==> config.mk <==
export PLATFORM = sky130hd
export DESIGN_NAME = load_store_unit
export DESIGN_NICKNAME = d
export VERILOG_FILES = /design/src/rtl/load_store_unit.sv
export SDC_FILE = /design/constraint.sdc
export NUM_CORES = 1
export LEC_CHECK = 0
export CAP_MARGIN = 20
export CORE_UTILIZATION = 44
export CTS_BUF_LIST = sky130_fd_sc_hd__clkbuf_8
export CTS_CLUSTER_DIAMETER = 80
export CTS_CLUSTER_SIZE = 16
export DETAILED_ROUTE_END_ITERATION = 7
export PLACE_DENSITY = 0.89
export SYNTH_ARGS = -nofsm -noshare
export SYNTH_HDL_FRONTEND = slang
export SYNTH_SLANG_ARGS = --single-unit
==> constraint.sdc <==
create_clock -name clk_i -period 3.3 [get_ports clk_i]
set_input_delay 0.66 -clock clk_i [delete_from_list [all_inputs] [get_ports clk_i]]
set_output_delay 0.66 -clock clk_i [all_outputs]
set_load 0.005 [all_outputs]
==> src/rtl/load_store_unit.sv <==
// MEM-stage load/store unit: effective address, byte lanes, req/gnt/rvalid handshake
// and load-data extraction/extension. One access in flight; the next may be accepted in the rvalid cycle.
module load_store_unit #(
    parameter int DATA_WIDTH = 32,
    parameter int ADDR_WIDTH = 32
) (
    input  logic                    clk_i,
    input  logic                    rst_ni,
    output logic                    data_req_o,
    input  logic                    data_gnt_i,
    input  logic                    data_rvalid_i,
    output logic [ADDR_WIDTH-1:0]   data_addr_o,
    output logic                    data_we_o,
    output logic [DATA_WIDTH/8-1:0] data_be_o,
    output logic [DATA_WIDTH-1:0]   data_wdata_o,
    input  logic [DATA_WIDTH-1:0]   data_rdata_i,
    input  logic                    data_req_mem_i,
    input  logic                    data_we_mem_i,
    input  logic [1:0]              data_type_mem_i,
    input  logic                    data_sign_ext_mem_i,
    input  logic [DATA_WIDTH-1:0]   data_wdata_mem_i,
    input  logic [ADDR_WIDTH-1:0]   operand_a_mem_i,
    input  logic [ADDR_WIDTH-1:0]   operand_b_mem_i,
    output logic [DATA_WIDTH-1:0]   data_rdata_mem_o,
    output logic                    data_rvalid_mem_o,
    output logic                    data_misaligned_o,
    output logic                    lsu_busy_o
);
    localparam int BE_WIDTH = DATA_WIDTH / 8;
    localparam int OFS_W    = $clog2(BE_WIDTH);

    localparam logic [1:0] T_WORD = 2'b00;
    localparam logic [1:0] T_HALF = 2'b01;
    localparam logic [1:0] T_BYTE = 2'b10;

    typedef enum logic [1:0] {IDLE, WAIT_GNT, WAIT_RVALID} state_e;
    state_e state_q, state_d;

    logic [ADDR_WIDTH-1:0] ea;
    logic [OFS_W-1:0]      ofs;
    logic [BE_WIDTH-1:0]   be_mask;
    logic                  misaligned, can_accept, accept;

    logic [ADDR_WIDTH-1:0] addr_q;
    logic                  we_q, sign_q;
    logic [BE_WIDTH-1:0]   be_q;
    logic [DATA_WIDTH-1:0] wdata_q;
    logic [1:0]            type_q;
    logic [OFS_W-1:0]      ofs_q;

    logic [DATA_WIDTH-1:0] shifted, word_ext, ext;

    assign ea  = operand_a_mem_i + operand_b_mem_i;
    assign ofs = ea[OFS_W-1:0];

    always_comb begin
        be_mask    = '0;
        misaligned = 1'b0;
        case (data_type_mem_i)
            T_BYTE: be_mask = BE_WIDTH'(1);
            T_HALF: begin
                be_mask    = BE_WIDTH'(3);
                misaligned = ea[0];
            end
            T_WORD: begin
                be_mask    = BE_WIDTH'(15);
                misaligned = |ea[1:0];
            end
            default: begin
                // doubles need a 64-bit bus
                be_mask    = '1;
                misaligned = (DATA_WIDTH == 32) || (|ea[2:0]);
            end
        endcase
    end

    assign can_accept        = (state_q == IDLE) || ((state_q == WAIT_RVALID) && data_rvalid_i);
    assign accept            = data_req_mem_i && can_accept && !misaligned;
    assign data_misaligned_o = data_req_mem_i && can_accept && misaligned;
    assign lsu_busy_o        = !can_accept;

    always_comb begin
        state_d = state_q;
        case (state_q)
            IDLE:        if (accept) state_d = WAIT_GNT;
            WAIT_GNT:    if (data_gnt_i) state_d = WAIT_RVALID;
            WAIT_RVALID: if (data_rvalid_i) state_d = accept ? WAIT_GNT : IDLE;
            default:     state_d = IDLE;
        endcase
    end

    always_ff @(posedge clk_i or negedge rst_ni) begin
        if (!rst_ni) begin
            state_q <= IDLE;
            addr_q  <= '0;
            we_q    <= 1'b0;
            be_q    <= '0;
            wdata_q <= '0;
            type_q  <= '0;
            sign_q  <= 1'b0;
            ofs_q   <= '0;
        end else begin
            state_q <= state_d;
            if (accept) begin
                addr_q  <= ea;
                we_q    <= data_we_mem_i;
                be_q    <= be_mask << ofs;
                wdata_q <= data_wdata_mem_i << {ofs, 3'b000};
                type_q  <= data_type_mem_i;
                sign_q  <= data_sign_ext_mem_i;
                ofs_q   <= ofs;
            end
        end
    end

    assign data_req_o   = (state_q == WAIT_GNT);
    assign data_addr_o  = addr_q;
    assign data_we_o    = we_q;
    assign data_be_o    = be_q;
    assign data_wdata_o = wdata_q;

    assign shifted = data_rdata_i >> {ofs_q, 3'b000};

    generate
        if (DATA_WIDTH > 32) begin : g_word_ext
            assign word_ext = {{(DATA_WIDTH-32){sign_q & shifted[31]}}, shifted[31:0]};
        end else begin : g_word_pass
            assign word_ext = shifted;
        end
    endgenerate

    always_comb begin
        ext = shifted;
        case (type_q)
            T_BYTE:  ext = {{(DATA_WIDTH-8){sign_q & shifted[7]}}, shifted[7:0]};
            T_HALF:  ext = {{(DATA_WIDTH-16){sign_q & shifted[15]}}, shifted[15:0]};
            T_WORD:  ext = word_ext;
            default: ext = shifted;
        endcase
    end

    assign data_rvalid_mem_o = (state_q == WAIT_RVALID) && data_rvalid_i;
    assign data_rdata_mem_o  = (data_rvalid_mem_o && !we_q) ? ext : '0;

endmodule
==> impl_metrics.yaml <==
outcome:
  status: "complete, no violations"
sta:
  finalMaxSlewViolations: 0
  hold_viol: 0
  worst_pin_slew_ns: 0.971
  fmax_mhz: 304
  worst_slew_margin_rel_pct: 35.3
  fin_crit_sh_pct: 99.7
  post-route-min-period_ns: 3.29
  clock_skew_ns: 0.0121
  rsz0062_at_grt: "yes"
  setup_viol: 0
worst_setup_path:
  crit_type: "input pin to output port"
  critPathMaxFanout: 7
  critPathLaunchType: "input pin"
  cp_data_arrival_time_ns: 2.63
  required_ns: 2.64
  cp-end-kind: "output port"
cells_and_area:
  seq_area_um2: 1850
  drive_gt1_share_pct: 10.2
  areaGrowthSynthToFinish_pct: 56.7
  nFillCells: 927
  multi_input_area_um2: 3550
  nets: 1113
  final_area_um2: 8720
  insertedDiodeCount: 0
  fin_util_pct: 71.7
global_route:
  track_usage_pct: 27.9
  grt_pass1_wl_um: 28400
  grt_max_degree: 75
  grt-ovfl-total: 0
  antenna_found_initial: 0
  grt_pass1_vias: 5832
logic_synthesis:
  yosysSeqAreaShare_pct: 33.3
  ys_seq_elements: 74
  synth_top_family_by_area: "compound AO/OA/AOI/OAI gates"
  syn_area_um2: 5560
  yosys_warnings: 0
  syn_area_per_cell_um2: 8.17
  syn-num-nets: 856
  synthFlopType: "dfrtp_1"
  async_flop_share_pct: 100
  synth_compound_area_share_pct: 23.3
  synth_edf_count: 0
  synth_mux_area_share_pct: 7.98
  synth-simple-area-share_pct: 19.1
  postSynthCellCount: 681
  synthAdderAreaFrac_pct: 8.68
  synthXorXnorAreaFrac_pct: 3.62
  synth_cell_types: 52
clocking:
  htreeDepth: 3
  cts_hold_buf: 0
  insertion_delay_ns: 0.36
  cts_buffer_depth: 2
  cts_made_buffers: 9
  clkSlewWorstSetupHoldPaths_ns: 0.09
  cts_tree: "done"
  cts_root_buffer: "clkbuf_8"
  clock_sinks: 74
floorplan:
  die_area_um2: 13100
  start_util_pct: 45.7
  ioPinCount: 242
  chipHeight_um: 114
  core_area_um2: 12200
  dieWidth_um: 114
  row_count: 40
placed_design:
  portBuffers: 241
  hpwl_um: 14200
  gp_congestion: 0.896
  dpl_cell_area_um2: 8370
route:
  via_per_inst: 5.52
  final_antenna_net_count: 0
  post_drt_wl_per_cell_um: 16.7
  wl_um: 18500
  dr.pass1.iters: 5
  remaining_drc_errors: 0
  vias: 6130
  drt_iter0_markers: 461
pwr:
  total_power_mw: 4.98
  p_leak_nw: 4.08
  powerDensity_nw_per_um2: 572
  peakVddDrop_uv: 338
hold_path:
  holdCritPathClass: "input pin to async pin"
job:
  drv_cap: 0
## metrics by stage
step	hold WS, ns	instances	TNS (ns)	setup slack (ns)
2_1_floorplan	0.364	681	0	0.336
3_3_place_gp	0.449	1091	-2.57	-0.278
3_5_place_dp	0.455	1091	-4.10	-0.345
4_1_cts	0.472	1107	-0.0204	-0.0157
5_1_grt	0.506	1110	-0.0558	-0.0330
6_report	0.419	1110	0	0.00984
## power by group
group          internal [mW]  switching (mW)  total, mW
clock network          0.501           0.368      0.869
registers               1.27           0.239       1.50
logic                   1.41            1.20       2.61
## final timing paths
check                                 start                   end  slack, ns  cells past startpoint
setup / recovery           data_rdata_i[31]  data_rdata_mem_o[19]       0.01                      9
hold / removal                       rst_ni      data_wdata_o[27]       0.42                      1
setup reg to reg                 state_q[1]          data_be_o[0]       1.50                      6
hold reg to reg             data_wdata_o[5]       data_wdata_o[5]       0.47                      2
max in group asynchronous            rst_ni        data_addr_o[0]       2.21                      1
min in group clk_i          data_wdata_o[5]       data_wdata_o[5]       0.47                      2
## critical path, cell delays in order
cell	delay [ns]
clkdlybuf4s50_1	0.42
mux2_2	0.28
nand2_1	0.08
o21ai_2	0.06
a22o_1	0.25
a21oi_2	0.16
or2_4	0.23
nor2_4	0.05
clkdlybuf4s50_1	0.43
## cell usage after synthesis, types with 2 or more instances
master / count / share of area (%)
clkbuf_1: 33 / 2.2
xnor2_1: 12 / 1.9
nor3b_1: 2 / 0.27
xor2_1: 11 / 1.7
nand2b_1: 8 / 0.90
a31oi_1: 4 / 0.45
a211o_1: 3 / 0.47
o21ai_0: 59 / 5.3
o21a_1: 12 / 1.6
nor2b_1: 12 / 1.3
buf_2: 3 / 0.27
o221ai_1: 4 / 0.63
o21ai_1: 2 / 0.18
nand4_1: 5 / 0.56
or2_2: 2 / 0.22
ha_1: 37 / 8.3
a31o_2: 2 / 0.31
and2_1: 3 / 0.34
nand4b_1: 2 / 0.31
nand3b_1: 2 / 0.27
buf_1: 5 / 0.34
dfrtp_1: 74 / 33
nand2_1: 140 / 9.4
o22ai_1: 2 / 0.22
mux2i_1: 32 / 5.8
a211oi_1: 19 / 2.6
o211ai_1: 10 / 1.3
o31ai_1: 11 / 1.5
or3_1: 3 / 0.34
and3_1: 4 / 0.45
nor2_1: 27 / 1.8
or4_1: 2 / 0.27
o21bai_1: 5 / 0.67
inv_1: 15 / 1.0
nand3_1: 20 / 1.8
a21o_1: 8 / 1.1
o21ai_2: 3 / 0.47
nor3_1: 5 / 0.45
mux2_2: 11 / 2.2
a21oi_1: 55 / 4.9
## cells by family (layout without fill, tap and decap cells)
group,after synthesis,count (layout)
simple gates,239,240
compound gates,207,207
flops,74,74
buf+inv,57,317
mux,43,43
fa+ha+maj,38,38
xor+xnor,23,23
## cells in the final DEF (no fill, tap or decap), types with 16 or more instances in the layout
master	synthesis	final
o21ai_0	59	57
buf_4	0	45
a211oi_1	19	18
nand3_1	20	19
a21oi_1	55	51
ha_1	37	37
nand2_1	140	140
dfrtp_1	74	74
mux2i_1	32	32
nor2_1	27	24
dlymetal6s2s_1	0	16
clkdlybuf4s50_1	0	218
## per-layer routing
metal / global-route usage (%) / vias up / routed length [um]
li1: - / 2945 / -
met1: 31.5 / 2867 / 7220
met2: 50.2 / 265 / 9160
met3: 6.19 / 53 / 1370
met4: 12.7 / 0 / 752
met5: 0 / - / 0
## what timing repair did
| item | CTS | global route |
|---|---|---|
| pin swaps | 2 | 1 |
| endpoints found under the hold margin | 0 | 0 |
| cloned | 1 | 0 |
| gates resized for setup | 13 | 25 |
| setup buffers | 0 | 3 |
| endpoints found under the setup margin | 17 | 23 |
## flip-flops by register name, indices dropped and copies added (netlist names)
signal        count
data_be_o         4
data_wdata_o     32
sign_q            1
type_q            2
data_we_o         1
data_addr_o      32
state_q           2
## final cells by class
| class | count | share of cell area (%) |
|---|---|---|
| clock buffers | 9 | 1.42 |
| multi-input cells | 551 | 40.7 |
| flip-flops and latches | 74 | 21.2 |
| well taps | 168 | 2.41 |
| clock inverters | 6 | 1.31 |
| inverters | 15 | 0.646 |
| repair buffers | 287 | 32.3 |
Note: power is estimated with default switching activity, not from simulation.
